### config.mk
export PLATFORM = sky130hd
export DESIGN_NAME = rr_arbiter
export DESIGN_NICKNAME = d
export VERILOG_FILES = /design/src/rtl/rr_arbiter.sv
export SDC_FILE = /design/constraint.sdc
export NUM_CORES = 1
export LEC_CHECK = 0
export ABC_AREA = 1
export CORE_MARGIN = 2
export CORE_UTILIZATION = 28
export CTS_BUF_LIST = sky130_fd_sc_hd__clkbuf_16
export CTS_CLUSTER_SIZE = 10
export DETAILED_ROUTE_END_ITERATION = 7
export PLACE_DENSITY = 0.5
export SLEW_MARGIN = 20
export SYNTH_ARGS = -nofsm -noshare
export SYNTH_HDL_FRONTEND = slang
export SYNTH_SLANG_ARGS = --single-unit
### constraint.sdc
create_clock -name clk -period 3.3 [get_ports clk]
set_input_delay 0.495 -clock clk [delete_from_list [all_inputs] [get_ports clk]]
set_output_delay 0.495 -clock clk [all_outputs]
set_load 0.005 [all_outputs]
### src/rtl/rr_arbiter.sv
// Round-robin arbiter with registered one-hot grant held while the owner keeps requesting.
// Define RR_HOLD_LIMIT_EN to force a release after MAX_HOLD consecutive grant cycles.
module rr_arbiter #(
  parameter int unsigned N        = 4,
  parameter int unsigned MAX_HOLD = 8,
  localparam int unsigned IdW     = (N > 1) ? $clog2(N) : 1
) (
  input  logic           clk,
  input  logic           rst,
  input  logic [N-1:0]   req,
  output logic [N-1:0]   gnt,
  output logic [IdW-1:0] gnt_id,
  output logic           busy
);

  typedef enum logic [0:0] {StIdle, StGrant} state_e;

  state_e         state_q;
  logic [IdW-1:0] ptr_q;
  logic [IdW-1:0] rel_ptr;
  logic [IdW-1:0] arb_base;
  logic [IdW-1:0] arb_idx;
  logic           arb_found;
  logic           hold_expired;
  logic           release_evt;

`ifdef RR_HOLD_LIMIT_EN
  localparam int unsigned CntW = (MAX_HOLD > 1) ? $clog2(MAX_HOLD) : 1;

  // Counts grant cycles already shown minus one; 0 on the first cycle of a grant.
  logic [CntW-1:0] hold_cnt_q;

  assign hold_expired = (hold_cnt_q == CntW'(MAX_HOLD - 1));

  always_ff @(posedge clk) begin
    if (rst) begin
      hold_cnt_q <= '0;
    end else if (state_q == StIdle || release_evt) begin
      hold_cnt_q <= '0;
    end else begin
      hold_cnt_q <= hold_cnt_q + CntW'(1);
    end
  end
`else
  assign hold_expired = 1'b0;
`endif

  always_comb begin
    rel_ptr = (gnt_id == IdW'(N - 1)) ? '0 : gnt_id + IdW'(1);
  end

  always_comb begin
    release_evt = (state_q == StGrant) && (!req[gnt_id] || hold_expired);
  end

  // On release the search starts just past the outgoing owner, which leaves it lowest priority.
  always_comb begin
    arb_base = (state_q == StGrant) ? rel_ptr : ptr_q;
  end

  always_comb begin
    int unsigned idx;
    idx       = 0;
    arb_found = 1'b0;
    arb_idx   = '0;
    for (int unsigned i = 0; i < N; i++) begin
      idx = 32'(arb_base) + i;
      if (idx >= N) begin
        idx = idx - N;
      end
      if (!arb_found && req[IdW'(idx)]) begin
        arb_found = 1'b1;
        arb_idx   = IdW'(idx);
      end
    end
  end

  always_ff @(posedge clk) begin
    if (rst) begin
      state_q <= StIdle;
      ptr_q   <= '0;
      gnt     <= '0;
      gnt_id  <= '0;
      busy    <= 1'b0;
    end else begin
      case (state_q)
        StIdle: begin
          if (arb_found) begin
            gnt     <= {{(N-1){1'b0}}, 1'b1} << arb_idx;
            gnt_id  <= arb_idx;
            busy    <= 1'b1;
            state_q <= StGrant;
          end
        end
        StGrant: begin
          if (release_evt) begin
            ptr_q <= rel_ptr;
            if (arb_found) begin
              gnt    <= {{(N-1){1'b0}}, 1'b1} << arb_idx;
              gnt_id <= arb_idx;
            end else begin
              gnt     <= '0;
              busy    <= 1'b0;
              state_q <= StIdle;
            end
          end
        end
        default: begin
          state_q <= StIdle;
          gnt     <= '0;
          busy    <= 1'b0;
        end
      endcase
    end
  end

endmodule

Yosys cells after proc, flatten, opt, wreduce, memory -nomap -nowiden
Cells that the tools add are included.
{"block": "classes", "n_addsub": 8, "n_reduce_logical": 11, "n_mul": 0, "order_cmp": 9, "n_div": 0, "bitwise": 1, "shifts": 1, "eq_ne": 4, "mux": 38}
{"operator": "2-bit two-way mux", "n": 12}
{"operator": "2-bit by 3-bit less-than comparator with 1-bit output (second input constant)", "n": 5}
{"operator": "1-bit two-way mux", "n": 14}
{"operator": "4-bit two-way mux", "n": 3}
{"operator": "1-bit binary-select mux with 2-bit select", "n": 5}
{"operator": "3-bit greater-or-equal comparator (second input constant)", "n": 3}
{"operator": "4-bit case mux with 2 select lines", "n": 1}
{"operator": "2-bit by 1-bit subtractor with 2-bit output (second input constant)", "n": 4}
{"operator": "2-bit by 2-bit adder with 3-bit output (second input constant)", "n": 2}
{"operator": "1-bit logical AND", "n": 4}
{"operator": "1-bit logical NOT", "n": 4}
{"operator": "2-bit != test (second input constant)", "n": 2}
{"operator": "1-bit case mux with 2 select lines", "n": 2}
{"operator": "2-bit case mux with 2 select lines", "n": 1}
{"operator": "2-bit AND reduction", "n": 2}
{"operator": "1-bit by 2-bit << shifter with 4-bit output (first input constant)", "n": 1}
{"operator": "2-bit by 1-bit adder with 3-bit output (second input constant)", "n": 1}
{"operator": "2-bit by 3-bit greater-or-equal comparator with 1-bit output (second input constant)", "n": 1}
{"operator": "3-bit AND reduction", "n": 1}
{"operator": "2-bit by 1-bit adder with 2-bit output (second input constant)", "n": 1}
{"operator": "2-bit == test (second input constant)", "n": 1}
{"operator": "2-bit by 1-bit != test with 1-bit output (second input constant)", "n": 1}
{"operator": "1-bit inverter", "n": 1}
{"block": "totals", "latchBits": 0, "memories": 0, "input_bits": 6, "rom_bits": 0, "ff_bits": 10, "elab_cells": 77, "ram_bits": 0}

Logic depth before layout (Yosys ltp)
{"block": "logic_depth", "word_depth": 21, "mapped_depth": 16, "mapped_depth_nobuf": 16}

Worst setup path before layout
OpenSTA, ideal clock, no wires.
{"block": "synth_path", "path_kind": "register to register", "startpoint": "register gnt_id[0]", "endpoint": "register gnt[0]", "arrival_ns": 1.721, "synth_period_minus_slack_ns": 1.850, "stages_incl_launch_ff": 16, "path_slack_ns": 1.450, "path_cell_list": "dfxtp_1 > ha_1 > inv_1 > nand2_1 > nand2_2 > nand2_1 > nand2_2 > nand2_1 > nand2_1 > nand4_2 > inv_1 > nand2_1 > nand2_1 > nor2_1 > nor2_1 > nor2_1"}
{"block": "synth_between", "elab_chain_len": 21, "word_cells_on_any_way": 53, "classes_between": "add/sub: 8; order compare: 4; eq/ne: 3; shift: 1; mux: 28; reduce/logical: 9"}
{"item": "from (decl)", "line": "12", "text": "output logic [IdW-1:0] gnt_id,"}
{"item": "from (signal assigned)", "line": "90", "text": "gnt_id <= arb_idx;"}
{"item": "from (signal assigned)", "line": "100", "text": "gnt_id <= arb_idx;"}
{"item": "2-bit by 1-bit adder with 2-bit output / 2-bit == test (equally long branches)", "line": "49", "text": "rel_ptr = (gnt_id == IdW'(N - 1)) ? '0 : gnt_id + IdW'(1);"}
{"item": "2-bit two-way mux (*)", "line": "49"}
{"item": "via rel_ptr[1]", "line": "20", "text": "logic [IdW-1:0] rel_ptr;"}
{"item": "2-bit two-way mux (*)", "line": "58", "text": "arb_base = (state_q == StGrant) ? rel_ptr : ptr_q;"}
{"item": "branches (longest 18 deep; another with 2-bit by 1-bit adder with 3-bit output)"}
{"item": "to (signal assigned)", "line": "89", "text": "gnt <= {{(N-1){1'b0}}, 1'b1} << arb_idx;"}
{"item": "to (signal assigned)", "line": "99", "text": "gnt <= {{(N-1){1'b0}}, 1'b1} << arb_idx;"}
{"item": "to (decl)", "line": "11", "text": "output logic [N-1:0] gnt,"}
Mark *: on every way through the listed nets, which the timed path passes. The select of a mux whose other input is x is not followed.
A chain may end at the register's enable or synchronous reset.

Final worst setup path
Ends and elaborated chain as after synthesis.

==> results.md <==
- Entering global routing, the biggest net connects 10 pins.
- The number of cells on the worst hold path is 2.
- In this run the register-to-register setup slack is 1.21 ns.
- The highest ir drop seen on vdd is 0.5153 mV.
- In this run the worst path has a maximum fanout of 9.
- For met1 alone, demand over resource in global routing was 0.1589.
- The area fraction of the dominant cell type after synthesis is 0.2413.
- In this run the static leakage power is 0.0005061 uW.
- The number of CTS-inserted buffers is 3.
- Gates resized during post-CTS repair numbered 0.
- In this run the standard cell core region covers 2781 um^2.
- The number of setup buffers added after CTS is 0.
- By area the synthesized netlist is led by sky130_fd_sc_hd__dfxtp_1, sky130_fd_sc_hd__nand2_1, sky130_fd_sc_hd__nand2_2.
- The first-pass GRT wire length is 3263 um.
- The clock latency of the later-clocked register in the worst-skew pair is 0.23 ns.
- The type of the worst min-delay path is flip-flop to flip-flop.
- The number of hold buffers added after cts is 0.
- The initial antenna violation count is 0.
- For the worst flop-to-flop path, the logic depth is 15.
- The worst pin sits at a relative slew slack of 0.7456.
- The final layout contains routed wiring with a total length of 1834 um.
- The starting utilization of the core area is 0.2982.
- In the global route stage, overall resource usage came out at 0.1214.
- The number of inserted diodes is 0.
- From synthesis to final layout, the design area changed by 27.75%.
- No sink is reached through more buffers than the 2 on the longest clock path.
- The number of hold-slack violations in the final timing report is 0.
- The post-route fraction of the period consumed by the critical path is 0.6323.
- The DRC marker count from the first detailed-route iteration is 19.
- The post-synthesis cell type count is 21.
- The post-route minimum period is 2.086 ns.
- The number of nets in the layout is 156.
- The die extent in y is 58.43 um.
- In the routed design, unresolved DRC markers number 0.
- The total iterations of the first detailed-routing run is 4.
- The via count of the first global-routing pass is 767.
- On the worst path, the slowest cell contributes a delay of 0.48 ns.
- The synthesized area per cell is 6.237 um^2.
- The reg-to-reg endpoint is gnt[0].
- The site row count is 19.
- Setup violations remaining at the end of the flow were counted as 0.
- The cell area power density is 920.6 nW/um^2.
- Setup repair after global routing left no endpoint under its margin.
- In this run the number of H-tree levels came out at 1.
- At the pin with the least slew margin, the transition time is 0.3803 ns.
- In the final layout, the share of cells above drive strength 1 is 0.2245.
- After detailed routing, the average wire length per cell comes to 10.30 um.
- The detailed-route via count is 845.
- met2 is the most crowded layer.
- The per-cell via count in the routed design is 4.747.
- The clock tree root driver cell is sky130_fd_sc_hd__clkbuf_16.
- The width of the die is 58.43 um.
- The hold path startpoint is gnt[2].
- The critical path goes through ha_1, inv_1, nand2_1, nand2_2, nand2_1, nand2_2, nand2_2, nand2_4, nand4_2, inv_1, nand2_1, nand2_1, nor2_1, nor2_1, nor2_1.
- The count of nets left with antenna violations once routing finished came out at 0.
- The kind of cell with the highest combined delay along the critical path is simple AND/OR/NAND/NOR gates.
- STA puts the critical path data arrival time at 2.19 ns.
- The total buffers and inverters traversed by the critical path is 2.
- The I/O pin count is 13.
- The post-synthesis register bit count is 10.
- The die covers 3414 um^2.
- For this run, the number of Yosys warnings is 0.
- Yosys mapped a number of flops with a built-in enable equal to 0.
- At the end of routability-driven placement, the weighted congestion stood at 0.8291.
- The number of nets handed over by synthesis was 140.
- In the global route stage, met2 resource usage came out at 0.2006.
- The fmax is 0.4793 GHz.
- The most prevalent standard cell on the critical path is sky130_fd_sc_hd__nand2_1.
- The cell area after layout is 1060 um^2.
- The TritonCTS clock tree is yes.
- The path with the worst hold slack has its endpoint at gnt[2].
- The share of the Yosys chip area taken by registers is 0.2413.
- For this run the aggregate overflow at the end of global routing stands at 0.
- The kind of critical path is flip-flop to flip-flop.
- STA classifies the critical path startpoint as a flip-flop.
- The count of cells in the finished layout, fillers not included, comes to 178.
- After detailed placement, the total cell area comes to 984.7 um^2.
- Synthesis produced 133 cells.
- The number of pins exceeding their max-slew limit in the final report is 0.
- The total negative setup slack is 0 ns.
- Input and output buffers added on the ports amount to 12.
- After filler insertion, the fill cell instance count of the layout stands at 306.
- The clock skew after layout is 0.001120 ns.
- After detailed placement, the design holds a cell count of 175.
- The synthesized netlist occupies a cell area of 829.5 um^2.
- Summed over all nets, the half-perimeter wirelength after detailed placement is 1526 um.
- The clock transition at the registers of the reported paths is 0.04 ns.
- The critical path capture point type is a flip-flop.
- The flow ran to the end, and the final reports show no timing, DRC or antenna violations.
- Summed over all instances, the cell type with the most area after synthesis is sky130_fd_sc_hd__dfxtp_1.
- Power comes to 975.6 uW.
- The tool flagged a number of max-cap violations equal to 0.
- The share of flip-flops with an asynchronous set or reset after synthesis is 0.
- Summing all multi-input logic gate instances after layout gives 573.1 um^2.
- The launch instance of the worst register-to-register path is gnt_id[0].
- The register area is 200.2 um^2.
- Among all flip-flop cells after synthesis, the most frequent one is sky130_fd_sc_hd__dfxtp_1.
- The met3 capacity usage during global routing is 0.03516.
- The cell with the largest stage delay on the worst path is sky130_fd_sc_hd__dfxtp_1.
- The CTS sink count is 10.
- The utilization after layout is 0.3810.
- Data on the critical path is required at its endpoint by 3.40 ns.
## cells in the final DEF, fill, tap and decap left out, types with 2 or more instances in the layout
cell                               n
sky130_fd_sc_hd__nand2_2          17
sky130_fd_sc_hd__clkbuf_16         3
sky130_fd_sc_hd__nand3_1           9
sky130_fd_sc_hd__clkdlybuf4s50_1  12
sky130_fd_sc_hd__nand2_1          40
sky130_fd_sc_hd__nand2_4           5
sky130_fd_sc_hd__o21ai_0           6
sky130_fd_sc_hd__nor2_1           11
sky130_fd_sc_hd__nand4_1           4
sky130_fd_sc_hd__dfxtp_1          10
sky130_fd_sc_hd__inv_2             2
sky130_fd_sc_hd__a21oi_2           3
sky130_fd_sc_hd__inv_1            12
sky130_fd_sc_hd__a21oi_1           5
## area by class of cell
cell class                 instances  area share
multi-input combinational        108      0.5407
sequential                        10      0.1889
timing repair buffer              12      0.1133
clock buffer                       3     0.07084
inverter                          14     0.04959
tap                               31     0.03660
## worst max path at each step
stage	from	to	slack, ns	depth (start not counted)
after floorplan	gnt_id[0]	gnt[0]	1.45	15
after global placement	req[2]	gnt[0]	1.15	13
after CTS	gnt_id[0]	gnt[0]	1.19	15
final	gnt_id[0]	gnt[0]	1.21	15
after detailed placement	req[3]	gnt[0]	1.16	13
after global routing	gnt_id[0]	gnt[0]	0.95	15
## worst min-delay path: stages, from the launching register on
cell and delay, ns:
sky130_fd_sc_hd__dfxtp_1 0.30, sky130_fd_sc_hd__nand2_1 0.08, sky130_fd_sc_hd__a21oi_2 0.05
## through the flow
| step | hold WS [ns] | setup slack [ns] |
|---|---|---|
| finish | 0.4727 | 1.214 |
| CTS | 0.4696 | 1.192 |
| global route | 0.4898 | 0.9541 |
| detailed placement | 0.4631 | 1.161 |
| global placement | 0.4657 | 1.147 |
| floorplan | 0.4434 | 1.450 |
## cell families after synthesis
kind of cell	synth area share
AOI/OAI and AO/OA	0.1131
buffers and inverters	0.06787
DFF	0.2413
and+or+nand+nor	0.5626
adders and majority gates	0.01508
## synth_stat cells (2+ instances only)
cell type                  n
sky130_fd_sc_hd__a21oi_1   5
sky130_fd_sc_hd__a21oi_2   3
sky130_fd_sc_hd__dfxtp_1  10
sky130_fd_sc_hd__inv_1    12
sky130_fd_sc_hd__inv_2     2
sky130_fd_sc_hd__nand2_1  40
sky130_fd_sc_hd__nand2_2  17
sky130_fd_sc_hd__nand2_4   5
sky130_fd_sc_hd__nand3_1   9
sky130_fd_sc_hd__nand4_1   4
sky130_fd_sc_hd__nor2_1   11
sky130_fd_sc_hd__o21ai_0   6
## power breakdown
group	switching, uW	total (uW)	internal, uW
registers	38.3	201	163
clock network	47.8	204	156
logic	348	570	222
## per-layer routing
layer / up-vias / wire [um]
met4: 0 / 0
met1: 377 / 892
li1: 458 / -
met5: - / 0
met2: 10 / 868
met3: 0 / 72
## registers in the layout, indices dropped and copies added, names as in the netlist
| name | cells |
|---|---|
| busy | 1 |
| state_q | 1 |
| gnt_id | 2 |
| gnt | 4 |
| ptr_q | 2 |
No activity file was read; power rests on OpenSTA's default activity.
